--- config.mk ---
export PLATFORM = sky130hd
export DESIGN_NAME = spi_scheduler
export DESIGN_NICKNAME = d
export VERILOG_FILES = /design/src/rtl/spi_scheduler_pkg.sv /design/src/rtl/spi_scheduler_arbiter.sv /design/src/rtl/spi_scheduler.sv
export SDC_FILE = /design/constraint.sdc
export NUM_CORES = 1
export LEC_CHECK = 0
export CAP_MARGIN = 20
export CORE_UTILIZATION = 35
export CTS_BUF_LIST = sky130_fd_sc_hd__clkbuf_2 sky130_fd_sc_hd__clkbuf_4 sky130_fd_sc_hd__clkbuf_8
export DETAILED_ROUTE_END_ITERATION = 8
export GPL_ROUTABILITY_DRIVEN = 0
export PLACE_DENSITY_LB_ADDON = 0.25
export SYNTH_ARGS = -nofsm -noshare
export SYNTH_HDL_FRONTEND = slang
export SYNTH_SLANG_ARGS = --single-unit
--- constraint.sdc ---
create_clock -name clk -period 3.9 [get_ports clk]
set_clock_uncertainty 0.2 [all_clocks]
set_input_delay 0.975 -clock clk [delete_from_list [all_inputs] [get_ports clk]]
set_output_delay 0.975 -clock clk [all_outputs]
set_load 0.01 [all_outputs]
--- src/rtl/spi_scheduler_pkg.sv ---
// Shared types and constants for the SPI channel scheduler.
package spi_sched_pkg;

  typedef enum logic [1:0] {
    IDLE      = 2'd0,
    LAUNCH    = 2'd1,
    WAIT_BUSY = 2'd2,
    WAIT_DONE = 2'd3
  } state_t;

  localparam int unsigned SPI_WORD_W  = 24;
  localparam int unsigned SPI_DEPTH_W = 8;

  localparam logic CH_ADF4002 = 1'b0;
  localparam logic CH_LMX2594 = 1'b1;

  function automatic logic [1:0] ch_onehot(input logic tgt);
    return (tgt == CH_LMX2594) ? 2'b10 : 2'b01;
  endfunction

endpackage

--- src/rtl/spi_scheduler_arbiter.sv ---
// Combinational round-robin arbiter: search starts one above last_grant.
module rr_arbiter #(
  parameter int unsigned N     = 3,
  parameter int unsigned IDX_W = (N > 1) ? $clog2(N) : 1
) (
  input  logic [N-1:0]     req,
  input  logic [IDX_W-1:0] last_grant,
  output logic [N-1:0]     grant,
  output logic [IDX_W-1:0] grant_idx
);

  int unsigned cand;
  logic        found;

  always_comb begin
    grant     = '0;
    grant_idx = '0;
    found     = 1'b0;
    cand      = 0;
    for (int unsigned i = 1; i <= N; i++) begin
      cand = (32'(last_grant) + i) % N;
      if (!found && req[IDX_W'(cand)]) begin
        found                 = 1'b1;
        grant[IDX_W'(cand)]   = 1'b1;
        grant_idx             = IDX_W'(cand);
      end
    end
  end

endmodule

--- src/rtl/spi_scheduler.sv ---
// Round-robin scheduler launching one 24-bit write at a time onto two SPI masters.
// Optional transfer watchdog: define SPI_SCHED_TIMEOUT_EN.
module spi_scheduler
  import spi_sched_pkg::*;
#(
  parameter int unsigned NREQ           = 3,
  parameter int unsigned TIMEOUT_CYCLES = 4096
) (
  input  logic                        clk,
  input  logic                        rst_n,
  input  logic [NREQ-1:0]             req_valid,
  input  logic [NREQ-1:0]             req_target,
  input  logic [NREQ-1:0]             req_dir,
  input  logic [NREQ*SPI_WORD_W-1:0]  req_data,
  input  logic [NREQ*SPI_DEPTH_W-1:0] req_depth,
  output logic [NREQ-1:0]             req_ready,
  output logic [NREQ-1:0]             req_done,
  input  logic [1:0]                  spi_ready,
  output logic [1:0]                  spi_start,
  output logic                        spi_dir,
  output logic [SPI_WORD_W-1:0]       spi_data_tx,
  output logic [SPI_DEPTH_W-1:0]      spi_data_depth,
  output logic                        busy,
  output logic                        timeout_err
);

  localparam int unsigned IDX_W = (NREQ > 1) ? $clog2(NREQ) : 1;

  state_t           state;
  logic             cur_tgt;
  logic [IDX_W-1:0] cur_idx;
  logic [IDX_W-1:0] last_grant;
  logic [IDX_W-1:0] grant_idx;
  logic [NREQ-1:0]  grant;
  logic             wd_hit;

  rr_arbiter #(.N(NREQ), .IDX_W(IDX_W)) u_arb (
    .req        (req_valid),
    .last_grant (last_grant),
    .grant      (grant),
    .grant_idx  (grant_idx)
  );

  assign req_ready = (state == IDLE) ? grant : '0;
  assign busy      = (state != IDLE);

`ifdef SPI_SCHED_TIMEOUT_EN
  localparam int unsigned CNT_W = $clog2(TIMEOUT_CYCLES + 1);
  logic [CNT_W-1:0] wd_cnt;
  assign wd_hit = (state != IDLE) && (wd_cnt == CNT_W'(TIMEOUT_CYCLES - 1));
`else
  assign wd_hit      = 1'b0;
  assign timeout_err = 1'b0;
`endif

  always_ff @(posedge clk) begin
    if (!rst_n) begin
      state          <= IDLE;
      last_grant     <= IDX_W'(NREQ - 1);
      cur_idx        <= '0;
      cur_tgt        <= 1'b0;
      spi_start      <= '0;
      spi_dir        <= 1'b0;
      spi_data_tx    <= '0;
      spi_data_depth <= '0;
      req_done       <= '0;
`ifdef SPI_SCHED_TIMEOUT_EN
      timeout_err    <= 1'b0;
      wd_cnt         <= '0;
`endif
    end else begin
      req_done <= '0;
`ifdef SPI_SCHED_TIMEOUT_EN
      timeout_err <= 1'b0;
      if (state != IDLE) wd_cnt <= wd_cnt + 1'b1;
`endif
      // Watchdog abort overrides whatever the current state would do.
      if (wd_hit) begin
        spi_start         <= '0;
        req_done[cur_idx] <= 1'b1;
        state             <= IDLE;
`ifdef SPI_SCHED_TIMEOUT_EN
        timeout_err       <= 1'b1;
`endif
      end else begin
        unique case (state)
          IDLE: begin
            if (|grant) begin
              cur_idx        <= grant_idx;
              last_grant     <= grant_idx;
              cur_tgt        <= req_target[grant_idx];
              spi_dir        <= req_dir[grant_idx];
              spi_data_tx    <= req_data[int'(grant_idx)*SPI_WORD_W +: SPI_WORD_W];
              spi_data_depth <= req_depth[int'(grant_idx)*SPI_DEPTH_W +: SPI_DEPTH_W];
              state          <= LAUNCH;
`ifdef SPI_SCHED_TIMEOUT_EN
              wd_cnt         <= '0;
`endif
            end
          end
          LAUNCH: begin
            if (spi_ready[cur_tgt]) begin
              spi_start <= ch_onehot(cur_tgt);
              state     <= WAIT_BUSY;
            end
          end
          WAIT_BUSY: begin
            spi_start <= '0;
            if (!spi_ready[cur_tgt]) state <= WAIT_DONE;
          end
          WAIT_DONE: begin
            if (spi_ready[cur_tgt]) begin
              req_done[cur_idx] <= 1'b1;
              state             <= IDLE;
            end
          end
          default: state <= IDLE;
        endcase
      end
    end
  end

endmodule

* Word level (Yosys, flattened, before mapping)
Cells that the tools add are included.
Storage, ports and cells: output and inout port bits 43, flip-flop bits (word level) 45
Cells by class: equality and inequality tests 7, add/subtract/negate cells 3, divide/modulo/power cells 3, mux-type cells 37, bitwise logic cells 2, reductions and logical operators 16, shifts and indexed selects 2, $lt $le $gt $ge 10, multipliers 1
Operators by type and width (count):
- 32-bit by 2-bit remainder unit with 32-bit output (second input constant) | 3
- 72-bit by 8-bit indexed part select with 24-bit output | 1
- 24-bit by 6-bit indexed part select with 8-bit output | 1
- 2-bit 2-to-1 mux | 9
- 2-bit by 3-bit < comparator with 1-bit output (second input constant) | 5
- 1-bit 2-to-1 mux | 13
- 3-bit 2-to-1 mux | 4
- 1-bit binary-select mux with 2-bit select | 5
- 1-bit demux with 2-bit select | 4
- 2-bit by 1-bit >= comparator with 1-bit output (second input constant) | 4
- 2-bit one-hot mux with 4 select lines | 1
- 2-bit by 2-bit adder with 3-bit output (second input constant) | 2
- 1-bit logical AND | 6
- 2-bit inequality test (second input constant) | 3
- 3-bit bitwise OR | 2
- 2-bit == test (second input constant) | 2
- 2-bit by 2-bit multiplier with 4-bit output (second input constant) | 1
- 2-bit one-hot mux with 2 select lines | 1
- 2-bit AND reduction | 2
- 4-bit AND reduction | 1
- 2-bit nonzero test | 2
- 2-bit by 1-bit adder with 3-bit output (second input constant) | 1
- 3-bit AND reduction | 1
- 3-bit OR reduction | 1
- other kinds (5) | 6

* Depth between registers and ports, before layout
Gate-level depths: netlist of run 1.
word-level depth 14, mapped depth 11, gate-level depth less buffers 8

* Modules after synthesis
Synthesis of run 1 repeated with hierarchy kept, for this count alone.
Second synthesis, totals: cells, all modules 286, area total of the unflattened synthesis 2982.9 sq um
Modules (own cells, without submodules):
- spi_scheduler | sequential area each 880.8 sq um, area each 2702.6 sq um, times used 1, cells an instance 251
- rr_arbiter | sequential area each 0.0 sq um, area each 280.3 sq um, times used 1, cells an instance 35

* Worst setup path before layout of run 1
No wires, ideal clock.
path kind input port to output port, start point input req_valid[0], end point output req_ready[0], setup slack 0.701 ns, stages 4, required time 2.725 ns, arrival time 2.024 ns, path through mux2_4 a21oi_1 mux2i_1 and2_1
On the way: longest elaborated chain between the ends 10
RTL lines:
- from (decl) | RTL line spi_scheduler.sv:11 | input logic [NREQ-1:0] req_valid,
- 1-bit binary-select mux with 2-bit select | RTL line spi_scheduler_arbiter.sv:22 | if (!found && req[IDX_W'(cand)]) begin
- 1-bit 2-to-1 mux (not written as such) | RTL line spi_scheduler_arbiter.sv:22
- 1-bit 2-to-1 mux | RTL line spi_scheduler_arbiter.sv:22
- 1-bit logical NOT | RTL line spi_scheduler_arbiter.sv:22
- 1-bit logical AND | RTL line spi_scheduler_arbiter.sv:22
- 1-bit 2-to-1 mux | RTL line spi_scheduler_arbiter.sv:22
- 1-bit logical NOT | RTL line spi_scheduler_arbiter.sv:22
- 1-bit logical AND | RTL line spi_scheduler_arbiter.sv:22
- 3-bit 2-to-1 mux * | RTL line spi_scheduler_arbiter.sv:22
- 3-bit 2-to-1 mux * | RTL line spi_scheduler.sv:44 | assign req_ready = (state == IDLE) ? grant : '0;
- to (decl) | RTL line spi_scheduler.sv:16 | output logic [NREQ-1:0] req_ready,
Every way passes the cells marked *; elsewhere a longest branch is shown, timed or not. The select of a mux whose other input is x is not followed.

* Worst setup path after layout of run 1
start point input req_valid[0], end point output req_ready[1]
The elaborated chain is that of the path after synthesis.

==> results of run 1 <==
-- per-layer routing --
layer  vias up  routed length [um]  track usage  share of wire
li1       1429                   -            -              -
met1      1328                3410        0.210           0.42
met2        96                4090        0.331           0.50
met3         5                 542       0.0480          0.067
met4         0                  54       0.0385         0.0067
met5         -                   0            0              0
-- Yosys cell counts, types with 2 or more instances --
cell type / n
sky130_fd_sc_hd__o211a_1: 3
sky130_fd_sc_hd__nor3_1: 2
sky130_fd_sc_hd__o31ai_1: 2
sky130_fd_sc_hd__a21o_1: 36
sky130_fd_sc_hd__o211ai_1: 2
sky130_fd_sc_hd__and2_1: 2
sky130_fd_sc_hd__buf_12: 3
sky130_fd_sc_hd__inv_1: 7
sky130_fd_sc_hd__o21ai_0: 35
sky130_fd_sc_hd__dlygate4sd3_1: 2
sky130_fd_sc_hd__buf_4: 4
sky130_fd_sc_hd__mux2i_1: 72
sky130_fd_sc_hd__buf_2: 4
sky130_fd_sc_hd__nand2_1: 42
sky130_fd_sc_hd__mux2_4: 3
sky130_fd_sc_hd__nor2b_1: 2
sky130_fd_sc_hd__dlygate4sd1_1: 3
sky130_fd_sc_hd__ha_1: 8
sky130_fd_sc_hd__nor2_1: 5
sky130_fd_sc_hd__dfxtp_1: 44
sky130_fd_sc_hd__a21oi_1: 4
sky130_fd_sc_hd__clkbuf_1: 7
-- tightest hold or removal path: stages, from the launching register on --
cell	delay [ns]
sky130_fd_sc_hd__dfxtp_1	0.31
sky130_fd_sc_hd__nand2_1	0.05
sky130_fd_sc_hd__mux2i_1	0.05
-- sequential cells by signal (all words and copies together) (netlist names) --
register and cells:
spi_data_tx 24, spi_data_depth 8, req_done 3, cur_idx 2
spi_start 2, state 2, cur_tgt 1, last_grant 1
spi_dir 1
-- per-stage QoR --
step | cell area, um2 | hold WS (ns)
after detailed placement | 4530 | 0.248
after CTS | 4660 | 0.260
final | 4670 | 0.255
after global placement | 4530 | 0.241
after floorplan | 2900 | 0.240
after global routing | 4670 | 0.272
-- area by class of cell --
class | count | area [um2] | share of cell area
Multi-Input combinational cell | 241 | 1880 | 0.401
Tap cell | 102 | 128 | 0.0273
Inverter | 7 | 26.3 | 0.00562
Sequential cell | 44 | 881 | 0.189
Timing Repair Buffer | 168 | 1660 | 0.356
Clock buffer | 8 | 97.6 | 0.0209
-- cell families after synthesis --
kind of cell,count (synthesis),synth area share
AO/OA/AOI/OAI,91,0.210
buffers and inverters,32,0.0776
multiplexers,76,0.268
other,1,0.00129
adder cells (fa/ha/maj),8,0.0345
flip-flops,44,0.303
AND/OR/NAND/NOR,65,0.106
-- path summary, 6_finish.rpt --
path	start	to	slack, ns	cells after the start
max	req_valid[0]	req_ready[1]	0.07	8
min	spi_data_tx[15]$_SDFFE_PN0P_	spi_data_tx[15]$_SDFFE_PN0P_	0.25	2
max reg2reg	cur_idx[0]$_SDFFE_PN0P_	spi_data_tx[16]$_SDFFE_PN0P_	0.76	9
min reg2reg	spi_data_tx[15]$_SDFFE_PN0P_	spi_data_tx[15]$_SDFFE_PN0P_	0.25	2
-- power by group through the flow --
stage / Sequential (mW) / Combinational (mW) / Clock, mW
final: 0.656 / 2.29 / 0.304
after global routing: 0.674 / 2.47 / 0.336
after CTS: 0.658 / 2.30 / 0.319
after detailed placement: 0.668 / 2.26 / 0
after global placement: 0.662 / 2.23 / 0
after floorplan: 0.711 / 1.55 / 0
-- what timing repair did --
action	in CTS	in global routing
setup buffers	0	1
resized for setup	11	1
setup endpoints to repair	3	1
pin swaps	0	2
hold endpoints to repair	0	0
==> results, run 1 <==
- The buffer levels on the longest clock path is 2.
- Of the total power, the share spent switching nets is 0.399.
- The via count of the first global-routing pass is 2,665.
- The post-detailed-route via-to-cell ratio is 5.01.
- The count of endpoints failing hold in the final timing report is 0.
- Grouping stages by cell kind, the critical path spends the most delay in buffers and inverters.
- The detail route stage leaves a number of antenna-violating nets equal to 0.
- The clock-pin slew reported for the worst setup and hold paths after clock tree synthesis is 0.07 ns.
- The number of max-slew violations in the final report is 0.
- The largest vdd supply drop is 0.329 mV.
- Leaving out fill and tap cells, the most frequent cells in the layout are 145 x sky130_fd_sc_hd__clkdlybuf4s50_1, 72 x sky130_fd_sc_hd__mux2i_1, 44 x sky130_fd_sc_hd__dfxtp_1.
- The analysis attributes to net switching a power of 1.30 mW.
- Counting flops with an async set or reset pin after synthesis yields a share of 0.
- The site row count is 32.
- The initial cell density of the core is 0.368.
- The flow ran to the end, and the final reports show no timing, DRC or antenna violations.
- The total number of nets in the final design is 584.
- The number of filler instances in the final layout is 703.
- The core utilization of the finished layout is 0.592.
- The number of placed instances with taps included is 561.
- The buffer cell driving the clock tree root is sky130_fd_sc_hd__clkbuf_8.
- CTS built an H-tree with a depth of 2.
- After the first detailed-routing iteration, the DRC count stood at 98.
- Walking the worst path, the cells encountered are clkdlybuf4s50_1 > mux2_4 > buf_4 > a221oi_4 > nor2_2 > nor2_1 > nor2_1 > dlygate4sd2_1.
- The number of flip-flops and latches in the synthesized netlist is 44.
- Across all setup checks in the final design, the least slack found is 0.0652 ns.
- The highest clock rate is 261 MHz.
- From synthesis to final layout, the design area changed by 60.9%.
- The number of synthesized flops with an enable pin is 0.
- The floorplan step defined a die boundary enclosing 8660 um2.
- Dividing total power by cell area gives a power density of 697 nW/um2.
- The worst-path cell with the longest stage delay is sky130_fd_sc_hd__clkdlybuf4s50_1.
- Adding up every negative setup slack in the final design gives 0 ns.
- Pin placement for this block handled 152 I/O pins.
- The count of different cell masters after synthesis is 47.
- The minimum setup slack after placement is -0.306 ns.
- The clock latency of the later-clocked register in the worst-skew pair is 0.29 ns.
- In the finished design, the share of the clock period the worst path needs comes to 0.983.
- In this run the worst hold path is classified as flip-flop to flip-flop.
- The category of the most critical setup path is primary input to output pin.
- Synthesis produced a netlist whose cell count is 317.
- Yosys printed 0 warnings.
- In the routed design, unresolved DRC markers number 0.
- The global-route wire length before repair is 12,500 um.
- The die outline height is 93.1 um.
- The repair_antennas step left the layout with diodes totalling 0.
- Ranked by total cell area, the synthesized netlist is headed by sky130_fd_sc_hd__dfxtp_1 30%, sky130_fd_sc_hd__mux2i_1 25%, sky130_fd_sc_hd__a21o_1 9.3%, sky130_fd_sc_hd__o21ai_0 6.0%, sky130_fd_sc_hd__nand2_1 5.4%.
- The max-cap violation count is 0.
- The worst stage delay on the critical path is 0.44 ns.
- In the final layout, the share of cells above drive strength 1 is 0.0897.
- The detailed router placed 2,858 vias in this run.
- The portion of total power attributed to the clock network is 0.094.
- The half-perimeter wire length of the detailed placement result is 6050 um.
- The finished layout holds 570 standard cells, fillers aside.
- Leaving out fill and tap cells, the most frequent cell in the layout is sky130_fd_sc_hd__clkdlybuf4s50_1.
- In the final routed layout, each cell accounts on average for 14.2 um.
- Entering global routing, the biggest net connects 79 pins.
- At the worst endpoint, the arrival time is 2.66 ns.
- The overall power of the completed layout is 3.26 mW.
- CTS saw 44 sinks.
- The total overflow left after global routing is 0.
- The total of hold buffers inserted after clock tree synthesis is 0.
- Among all flip-flop cells after synthesis, the most frequent one is sky130_fd_sc_hd__dfxtp_1.
- The initial antenna violation count is 0.
- Along the worst path, the maximum fanout reaches 3.
- In the global route stage, overall resource usage came out at 0.181.
- The kind of capture point of the worst setup path is an output pin.
- The count of buffer and inverter cells on the critical path is 3.
- The worst setup path is launched from a primary input.
- Of all cell types, the one taking the most synthesized area is sky130_fd_sc_hd__dfxtp_1.
- The slew of the pin with the lowest slew margin is 0.693 ns.
- The final period demand of the worst path is 3.83 ns.
- The width of the chip is 93.1 um.
- The critical path data required time is 2.72 ns.
- The area of the core is 7890 um2.
- The leakage power summed over all cells is 2.08 nW.
- The share of Yosys cell area claimed by the top area cell type is 0.303.
- The post-synthesis net count is 434.
- Headroom to the max-slew limit came out at 0.538.
- The mean instance size in the synthesized netlist is 9.16 um2.
- Of the total power, registers draw 0.202.
- The number of iterations in the first detailed-routing pass is 4.
- The cell area after synthesis is 2900 um2.
- The final setup violation count is 0.
- The fraction of the yosys area taken by sequential cells is 0.303.
- The design internal power is 1.96 mW.
- The number of buffers created by CTS is 5.
- The most numerous cell type found on the critical path is sky130_fd_sc_hd__nor2_1.
- The final layout contains routed wiring with a total length of 8100 um.
- The count of buffers added on input and output ports is 150.
- The TritonCTS clock tree is built.
- The part of the power in combinational logic is 0.705.
Note: power is estimated with default switching activity, not from simulation.
==> inputs of run 2 (changes only) <==
Settings changed: CORE_MARGIN set to 3, CORE_UTILIZATION 35 to 41.
==> results, run 2 (same netlist as run 1, synthesis figures left out) <==
- Setup repair after global routing left no endpoint under its margin.
- On the final layout, the worst hold slack is 0.257 ns.
- The run finished with clean final reports.
- For this run, the detailed router's first-pass iteration total came to 3.
- The worst setup path is launched from a primary input.
- The initial antenna violation count came to 0.
- Dividing the detail-routed via count by the number of cells gives 4.98.
- The total number of nets in the final design is 584.
- The number of max-slew violations in the final report is 0.
- The worst stage delay on the critical path is 0.48 ns.
- The die outline height is 90.1 um.
- For this run, design rule violations remaining after detail routing come to 0.
- After floorplanning, the core was divided into 30 placement rows.
- STA classifies the critical path endpoint as an output pin.
- The critical path is of the primary input to output pin type.
- The max-slew headroom at the worst pin is 0.609.
- The area overhead of the layout relative to synthesis is 60.9%.
- The final period demand of the worst path is 3.82 ns.
- At the pin with the least slew margin, the transition time is 0.587 ns.
- The via count is 2,811.
- The detailed router finished its first iteration with 104 violations.
- STA puts the critical path data arrival time at 2.65 ns.
- Total power for the finished layout comes to 3.24 mW.
- The count of buffer and inverter cells on the critical path is 3.
- The busiest layer in global routing is met2.
- For this run the aggregate overflow at the end of global routing stands at 0.
- For met3 alone, demand over resource in global routing was 0.0711.
- The pin count of the biggest net entering global routing is 44.
- The width of the chip is 90.1 um.
- The final total negative setup slack is 0 ns.
- Traced cell by cell, the critical path runs through clkdlybuf4s50_1 > buf_4 > and3b_1 > a21oi_4 > and3_1 > a21o_1 > and2_1 > dlygate4sd2_1.
- The filler cells instantiated in the layout total 573.
- The first global-routing pass estimated 13,200 um of wire.
- The floorplan step defined a die boundary enclosing 8130 um2.
- The share of the clock period used by the worst path is 0.980.
- For this design, the slowest cell found on the critical path is sky130_fd_sc_hd__clkdlybuf4s50_1.
- At the later pin of the worst-skew pair, clock insertion delay measures 0.29 ns.
- In this run the remaining antenna-violating nets after routing total 0.
- The port buffer count is 150.
- Setup violations remaining at the end of the flow were counted as 0.
- The top register by number of flip-flops is spi_data_tx.
- 152 I/O pins were placed.
- The wire-length estimate of the detail-placed layout is 6150 um.
- Across every metal layer, demand over resource in global routing totals 0.194.
- The largest registers in the layout are spi_data_tx (24), spi_data_depth (8), req_done (3).
- The power density over the cells is 695 nW/um2.
- The via count of the first global-routing pass is 2,849.
- The met2 usage in global routing is 0.347.
- The TritonCTS clock tree is built.
- The count of endpoints failing hold in the final timing report is 0.
- The routed design has 7960 um of wire.
- After clock tree synthesis, the clock-pin slew on the worst setup and hold paths is 0.08 ns.
- The register-to-register path setup slack is 0.76 ns.
- The fraction of final layout cells with drive strength greater than 1 is 0.0876.
- The largest vdd supply drop is 0.287 mV.
- At the worst endpoint, the required time is 2.72 ns.
- The leading cell type in the layout, fill and taps excluded is sky130_fd_sc_hd__clkdlybuf4s50_1.
- The highest clock rate is 262 MHz.
- The family with the most delay on the worst path is buffers and inverters.
- The number of diodes is 0.
- The max-cap violation count is 0.
- The post-detailed-route wirelength per cell is 14.1 um.
- For this design, the sink count on the clock tree is 44.
- The tree is rooted in a sky130_fd_sc_hd__clkbuf_8.
- The initial utilization of the core area, before any placement, comes to 0.425.
- In this run the static leakage power is 2.09 nW.
- In this run, CTS created clock tree buffers numbering 5.
- The area of the core is 6830 um2.
- In this run the number of H-tree levels came out at 2.
- The top cell types in the final layout, fill and taps aside, are 144 x sky130_fd_sc_hd__clkdlybuf4s50_1, 72 x sky130_fd_sc_hd__mux2i_1, 44 x sky130_fd_sc_hd__dfxtp_1.
- The register with the most flip-flops in the layout has 24 of them.
- Along the worst path, the maximum fanout reaches 5.
- The fraction of met1 tracks used by global routing is 0.217.
- Counting along the longest clock path gives a buffer depth of 2.
- The worst hold path class is flip-flop to flip-flop.
[run 2: cell count changes in the layout (fill, tap and decap cells not counted)]
| cell | change |
|---|---|
| sky130_fd_sc_hd__and3_4 | -1 |
| sky130_fd_sc_hd__buf_12 | +1 |
| sky130_fd_sc_hd__clkinv_2 | +2 |
| sky130_fd_sc_hd__clkdlybuf4s50_1 | -1 |
| sky130_fd_sc_hd__clkbuf_4 | -2 |
| sky130_fd_sc_hd__dlymetal6s2s_1 | +1 |
| sky130_fd_sc_hd__and3_1 | +1 |
| sky130_fd_sc_hd__buf_4 | -1 |
[run 2: metrics by stage]
step | std cells | utilization | worst slack (ns) | instance area [um2]
after floorplan | 317 | - | 0.701 | 2900
after global placement | 555 | 0.664 | -0.223 | 4540
after detailed placement | 555 | 0.664 | -0.351 | 4540
after CTS | 563 | 0.682 | 0.0148 | 4660
after global routing | 564 | 0.684 | 0.00345 | 4670
final | 564 | 0.684 | 0.0777 | 4670
[run 2: final cells by class]
cell class | count | area, um2 | area share
clock buffers | 6 | 82.6 | 0.0177
clock inverters | 2 | 10.0 | 0.00214
inverters | 7 | 26.3 | 0.00563
multi-input cells | 241 | 1870 | 0.401
flip-flops and latches | 44 | 881 | 0.189
well taps | 96 | 120 | 0.0257
repair buffers | 168 | 1680 | 0.360
[run 2: final timing paths]
path / start / end / cells past startpoint
worst min-delay path: spi_data_tx[21]$_SDFFE_PN0P_ / spi_data_tx[21]$_SDFFE_PN0P_ / 2
worst max-delay path: req_valid[2] / req_ready[2] / 8
worst max register to register: cur_idx[0]$_SDFFE_PN0P_ / cur_tgt$_SDFFE_PN0P_ / 9
worst min register to register: spi_data_tx[21]$_SDFFE_PN0P_ / spi_data_tx[21]$_SDFFE_PN0P_ / 2
[run 2: report_power, final]
| group | switching, mW | internal, mW | leakage [nW] | total [mW] |
|---|---|---|---|---|
| Clock | 0.152 | 0.141 | 0.0510 | 0.294 |
| Combinational | 1.08 | 1.21 | 1.68 | 2.29 |
| Sequential | 0.0718 | 0.588 | 0.362 | 0.660 |
[run 2: worst min-delay path, delay by kind of cell (launching register included)]
family	cells	cell delay [ns]
DFF	1	0.31
and+or+nand+nor	1	0.05
muxes	1	0.05
[run 2: timing repair]
action / CTS / global route
hold buffers: 0 / 0
endpoints found under the setup margin: 3 / 1
pin swaps: 0 / 1
cloned: 0 / 0
setup buffers: 0 / 1
resized for setup: 11 / 1
[run 2: metal layers]
layer	share of wire	wire [um]
met1	0.42	3350
met2	0.48	3840
met3	0.084	671
met4	0.013	102
met5	0	0
